## src/rtl/router_nway.sv

```systemverilog
// router_nway: NUM_BRANCH-branch <-> trunk router, lockstep merge / scatter split, mode switch after drain; write -> valid one cycle later.
// Outputs hold data/valid under !ready, full inputs drop writes; optional ROUTER_STALL_CNT_EN adds a saturating stall_cnt.

module router_fifo #(
  parameter int W     = 8,
  parameter int DEPTH = 2
) (
  input  logic         clk,
  input  logic         rst_n,
  input  logic         wr_en,
  input  logic [W-1:0] wr_dat,
  input  logic         rd_en,
  output logic [W-1:0] rd_dat,
  output logic         full,
  output logic         empty
);
  localparam int CW = $clog2(DEPTH + 1);
  localparam int PW = (DEPTH > 1) ? $clog2(DEPTH) : 1;

  logic [W-1:0]  mem [DEPTH];
  logic [PW-1:0] wr_ptr, rd_ptr;
  logic [CW-1:0] count;
  logic          wr_ok, rd_ok;

  assign full   = (count == CW'(DEPTH));
  assign empty  = (count == '0);
  assign wr_ok  = wr_en && !full;
  assign rd_ok  = rd_en && !empty;
  assign rd_dat = mem[rd_ptr];

  always_ff @(posedge clk or negedge rst_n) begin
    if (!rst_n) begin
      wr_ptr <= '0;
      rd_ptr <= '0;
      count  <= '0;
    end else begin
      if (wr_ok) wr_ptr <= (wr_ptr == PW'(DEPTH - 1)) ? '0 : wr_ptr + 1'b1;
      if (rd_ok) rd_ptr <= (rd_ptr == PW'(DEPTH - 1)) ? '0 : rd_ptr + 1'b1;
      count <= count + CW'(wr_ok) - CW'(rd_ok);
    end
  end

  // Storage needs no reset: count/pointers alone define what is valid.
  always_ff @(posedge clk) begin
    if (wr_ok) mem[wr_ptr] <= wr_dat;
  end
endmodule

module router_nway #(
  parameter  int NUM_BRANCH = 4,
  parameter  int DATA_W     = 29,
  parameter  int FIFO_DEPTH = 2,
  localparam int TRUNK_W    = NUM_BRANCH * DATA_W
) (
  input  logic                  clk,
  input  logic                  rst_n,
  input  logic                  SEL,
  input  logic [TRUNK_W-1:0]    INPUT_BRANCH,
  input  logic [NUM_BRANCH-1:0] INPUT_BRANCH_WRITE,
  input  logic [TRUNK_W-1:0]    INPUT_TRUNK,
  input  logic                  INPUT_TRUNK_WRITE,
  input  logic [NUM_BRANCH-1:0] OUTPUT_BRANCH_READY,
  input  logic                  OUTPUT_TRUNK_READY,
  output logic [TRUNK_W-1:0]    output_branch,
  output logic [NUM_BRANCH-1:0] output_branch_valid,
  output logic [TRUNK_W-1:0]    output_trunk,
  output logic                  output_trunk_valid,
  output logic [NUM_BRANCH-1:0] input_branch_full,
  output logic                  input_trunk_full,
  output logic                  mode,
  output logic                  drain_busy
`ifdef ROUTER_STALL_CNT_EN
  ,
  output logic [15:0]           stall_cnt
`endif
);
  typedef enum logic [1:0] {MERGE, SPLIT, DRAIN} state_t;

  state_t                state;
  logic [NUM_BRANCH-1:0] b_full_raw, b_empty;
  logic [TRUNK_W-1:0]    b_rd_cat, t_rd_dat;
  logic                  t_full_raw, t_empty;
  logic                  draining, merge_go, split_go, all_idle, drain_exit;

  assign draining          = (state == DRAIN);
  assign input_branch_full = b_full_raw | {NUM_BRANCH{mode | draining}};
  assign input_trunk_full  = t_full_raw | ~mode | draining;

  // Transfers always follow the registered mode, so DRAIN keeps flushing the old direction.
  assign merge_go = ~mode & ~|b_empty & (~output_trunk_valid | OUTPUT_TRUNK_READY);
  assign split_go = mode & ~t_empty & (&(~output_branch_valid | OUTPUT_BRANCH_READY));

  assign all_idle   = (&b_empty) & t_empty & ~output_trunk_valid & ~|output_branch_valid;
  assign drain_exit = draining & all_idle;

  for (genvar g = 0; g < NUM_BRANCH; g++) begin : g_branch_fifo
    router_fifo #(.W(DATA_W), .DEPTH(FIFO_DEPTH)) u_fifo (
      .clk    (clk),
      .rst_n  (rst_n),
      .wr_en  (INPUT_BRANCH_WRITE[g] & ~input_branch_full[g]),
      .wr_dat (INPUT_BRANCH[g*DATA_W +: DATA_W]),
      .rd_en  (merge_go),
      .rd_dat (b_rd_cat[g*DATA_W +: DATA_W]),
      .full   (b_full_raw[g]),
      .empty  (b_empty[g])
    );
  end

  router_fifo #(.W(TRUNK_W), .DEPTH(FIFO_DEPTH)) u_trunk_fifo (
    .clk    (clk),
    .rst_n  (rst_n),
    .wr_en  (INPUT_TRUNK_WRITE & ~input_trunk_full),
    .wr_dat (INPUT_TRUNK),
    .rd_en  (split_go),
    .rd_dat (t_rd_dat),
    .full   (t_full_raw),
    .empty  (t_empty)
  );

  always_ff @(posedge clk or negedge rst_n) begin
    if (!rst_n) begin
      output_trunk       <= '0;
      output_trunk_valid <= 1'b0;
    end else if (merge_go) begin
      output_trunk       <= b_rd_cat;
      output_trunk_valid <= 1'b1;
    end else if (OUTPUT_TRUNK_READY) begin
      output_trunk_valid <= 1'b0;
    end
  end

  always_ff @(posedge clk or negedge rst_n) begin
    if (!rst_n) begin
      output_branch       <= '0;
      output_branch_valid <= '0;
    end else if (split_go) begin
      output_branch       <= t_rd_dat;
      output_branch_valid <= '1;
    end else begin
      output_branch_valid <= output_branch_valid & ~OUTPUT_BRANCH_READY;
    end
  end

  always_ff @(posedge clk or negedge rst_n) begin
    if (!rst_n) begin
      state      <= MERGE;
      mode       <= 1'b0;
      drain_busy <= 1'b0;
    end else begin
      case (state)
        MERGE, SPLIT: begin
          if (SEL != mode) begin
            state      <= DRAIN;
            drain_busy <= 1'b1;
          end
        end
        DRAIN: begin
          if (all_idle) begin
            mode       <= SEL;
            drain_busy <= 1'b0;
            state      <= SEL ? SPLIT : MERGE;
          end
        end
        default: state <= MERGE;
      endcase
    end
  end

`ifdef ROUTER_STALL_CNT_EN
  logic stall_now;
  assign stall_now = (output_trunk_valid & ~OUTPUT_TRUNK_READY) |
                     (|(output_branch_valid & ~OUTPUT_BRANCH_READY));

  always_ff @(posedge clk or negedge rst_n) begin
    if (!rst_n)                                stall_cnt <= '0;
    else if (drain_exit)                       stall_cnt <= '0;
    else if (stall_now && stall_cnt != 16'hFFFF) stall_cnt <= stall_cnt + 16'd1;
  end
`else
  logic unused_drain_exit;
  assign unused_drain_exit = drain_exit;
`endif
endmodule

```

## config.mk

```make
export PLATFORM = sky130hd
export DESIGN_NAME = router_nway
export DESIGN_NICKNAME = d
export VERILOG_FILES = /design/src/rtl/router_nway.sv
export SDC_FILE = /design/constraint.sdc
export NUM_CORES = 1
export LEC_CHECK = 0
export ABC_AREA = 1
export CAP_MARGIN = 20
export CORE_MARGIN = 1.5
export CORE_UTILIZATION = 35
export DETAILED_ROUTE_END_ITERATION = 8
export PLACE_DENSITY = 0.61
export SYNTH_ARGS = -nofsm -noshare
export SYNTH_HDL_FRONTEND = slang
export SYNTH_SLANG_ARGS = --single-unit
```

## constraint.sdc

```tcl
create_clock -name clk -period 7.6 [get_ports clk]
set_clock_uncertainty 0.15 [all_clocks]
set_input_delay 1.9 -clock clk [delete_from_list [all_inputs] [get_ports clk]]
set_output_delay 1.9 -clock clk [all_outputs]
set_load 0.005 [all_outputs]
```

==> flow_metrics.env <==
export IMPL_status="complete, no violations"
export IMPL_dr_total_vias=17000
export IMPL_synthesis_nets=2294
export IMPL_max_slew_margin_pct=24.6
export IMPL_setup_viol_count_final=0
export IMPL_ys_ff_latch=725
export IMPL_p_int_mw=6.50
export IMPL_start_util_pct=35.3
export IMPL_cp_arrival_ns=2.47
export IMPL_gp_congestion=0.789
export IMPL_synth_warnings=0
export IMPL_power_switching_share_pct=20.5
export IMPL_wirelength_um=70900
export IMPL_synth_edf_count=464
export IMPL_grt_pass1_wl_um=105000
export IMPL_hold_viol_final=0
export IMPL_netSwitchingPower_mw=1.68
export IMPL_synth_area_leader_cell="edfxtp_1"
export IMPL_start_kind="register"
export IMPL_use_met2_pct=29.9
export IMPL_clock_fmax_mhz=221
export IMPL_antenna_found_initial=26
export IMPL_yosys_top_cells_count="nand2_1 (743), edfxtp_1 (464), dfrtp_1 (261)"
export IMPL_ys_top_cells_by_area="edfxtp_1 (52%), dfrtp_1 (24%), nand2_1 (10%)"
export IMPL_crit_fanout=8
export IMPL_dieArea_um2=78400
export IMPL_yosysMostFrequentCell="nand2_1"
export IMPL_crit_path_end_kind="primary output"
export IMPL_clkTransAtPathRegs_ns=0.06
export IMPL_die_x_um=280
export IMPL_seq_area_frac_synth_pct=76.2
export IMPL_postSynth_asyncResetShare_pct=36.0
export IMPL_crit_type="register to primary output"
export IMPL_fp_coreArea_um2=75900
export IMPL_num_io_pins=489
export IMPL_syn_area_per_cell_um2=13.2
export IMPL_min_delay_path_class="register to register"
export IMPL_grt_max_degree=147
export IMPL_cts_root_buf="clkbuf_16"
export IMPL_drive_above_1_share_pct=6.21
export IMPL_holdBufCountCts=0
export IMPL_antenna_left=0
export IMPL_wl_per_cell_um=19.6
export IMPL_top_usage_layer="met2"
export IMPL_p_comb_share_pct=2.2
export IMPL_dp_cells=3459
export IMPL_clock_latency_ns=0.62
export IMPL_synthesis_area_um2=26800
export IMPL_rsz0062_at_grt="no"
export IMPL_setup_tns_ns=0
export IMPL_nNetsFinal=2766
export IMPL_ys_flop_type="edfxtp_1"
export IMPL_synth_top_area_share_pct=51.9
export IMPL_overflow=0
export IMPL_h_tree_depth=3
export IMPL_cp_required_ns=5.55
export IMPL_cts_tree="built"
export IMPL_finalNonFillerCells=3620
export IMPL_min_period_over_period_pct=59.5
export IMPL_leakagePower_nw=14.2
export IMPL_syn_to_final_growth_pct=32.2
export IMPL_dieHeight_um=280
export IMPL_report_final_slew_viol_count=0
export IMPL_ctsResizeCount=0
export IMPL_grt_util_met1_pct=20.9
export IMPL_dr_first_iter_drc_count=1279
export IMPL_tightestPinTransition_ns=1.13
export IMPL_finalCriticalPeriod_ns=4.52
export IMPL_post_cts_repair_setup_buffers=0
export IMPL_syn_inst=2039
export IMPL_dp_hpwl_um=45200
export IMPL_peakVddDrop_mv=0.195
export IMPL_vias_per_cell=4.70
export IMPL_cts_buffer_depth=3
export IMPL_firstDrtPassIters=5
export IMPL_met3_usage_pct=5.37
export IMPL_grt_pass1_vias=17200
export IMPL_numPortBuffers=488
export IMPL_cts_made_buffers=78
export IMPL_synth_cell_type_count=22
export IMPL_power_frac_seq_pct=51.4
export IMPL_std_cell_rows=101
export IMPL_p_per_area_nw_per_um2=231
export IMPL_clockPowerShare_pct=46.5
export IMPL_cap_violations=0
export IMPL_cts_sinks=725
export IMPL_grt_total_usage_pct=17.7
export IMPL_drc=0
placed cells by master (no fill, tap or decap), drive strengths merged:
master | Yosys | routed
clkdlybuf4s50 | 0 | 487
xor2 | 6 | 6
mux2i | 116 | 116
ha | 10 | 10
nand3 | 7 | 7
dfrtp | 261 | 261
clkbuf | 56 | 101
buf | 60 | 21
nand2 | 743 | 743
o21bai | 1 | 1
xnor2 | 10 | 10
nor2 | 25 | 25
clkinv | 0 | 29
edfxtp | 464 | 464
bufinv | 0 | 5
nand4 | 122 | 122
diode | 0 | 13
clkinvlp | 0 | 4
o21ai | 117 | 117
or2 | 1 | 1
inv | 40 | 47
worst max-delay path: stages, from the launching register on:
cell and delay [ns]:
dfrtp_1 0.52, nor2_1 0.58, nand2_1 0.25, clkdlybuf4s50_1 0.51
power groups by stage:
stage / Clock, mW / Combinational [mW] / Sequential [mW]
after floorplan: 0 / 0.000632 / 4.28
after CTS: 3.89 / 0.181 / 4.20
after global routing: 4.05 / 0.193 / 4.20
after global placement: 0 / 0.173 / 4.28
after detailed placement: 0 / 0.180 / 4.28
final: 3.80 / 0.178 / 4.20
layout make-up:
class	count	area [um^2]
Multi-Input combinational cell	1158	5810
Sequential cell	725	20500
Clock buffer	101	2130
Clock inverter	45	473
Fill cell	6679	40500
Timing Repair Buffer	508	5130
Antenna cell	13	32.5
Inverter	40	150
Tap cell	1030	1290
metal layers:
layer	wire (um)	vias up	share of wire, %
met5	149	-	0.21
met2	35500	489	50
li1	-	8024	-
met4	2830	24	4.0
met1	27200	8326	38
met3	5200	166	7.3
final timing paths:
path | slack, ns | startpoint | to | cells after the start
setup / recovery | 3.08 | mode | input_branch_full[1] | 3
hold reg to reg | 0.32 | output_trunk[14] | output_trunk[14] | 2
setup reg to reg | 4.25 | mode | output_trunk[12] | 6
min in group asynchronous | 1.09 | rst_n | output_branch[4] | 1
hold / removal | 0.32 | output_trunk[14] | output_trunk[14] | 2
max in group asynchronous | 4.74 | rst_n | u_trunk_fifo.rd_ptr | 2
flip-flops by register name, summed over array words and instances, names as in the netlist, 2 cells and up:
name and cells:
g_branch_fifo.u_fifo.mem 232, u_trunk_fifo.mem 232, output_branch 116, output_trunk 116
g_branch_fifo.u_fifo.count 8, g_branch_fifo.u_fifo.rd_ptr 4, g_branch_fifo.u_fifo.wr_ptr 4, output_branch_valid 4
state 2, u_trunk_fifo.count 2
logic make-up (layout without fill, tap and decap cells):
kind of cell / Yosys count / after routing / share of synthesized area [%]
AND/OR/NAND/NOR: 898 / 898 / 13.8
flip-flops: 725 / 725 / 76.2
buffers and inverters: 156 / 694 / 2.48
AO/OA/AOI/OAI: 118 / 118 / 2.21
multiplexers: 116 / 116 / 4.33
XOR/XNOR: 16 / 16 / 0.522
adder cells (fa/ha/maj): 10 / 10 / 0.466
other: 0 / 13 / 0
through the flow:
| stage | setup WS, ns | cell area (um^2) | utilization [%] | hold slack (ns) | power [mW] |
|---|---|---|---|---|---|
| after floorplan | -0.0762 | 26800 | - | 0.315 | 4.29 |
| after global placement | 3.00 | 32800 | 43.1 | 0.305 | 4.46 |
| after detailed placement | 2.93 | 32800 | 43.2 | 0.308 | 4.46 |
| after CTS | 3.01 | 35400 | 46.6 | 0.322 | 8.27 |
| after global routing | 2.96 | 35500 | 46.7 | 0.335 | 8.45 |
| final | 3.08 | 35500 | 46.7 | 0.317 | 8.18 |
Power figures use the tool's default switching activity.
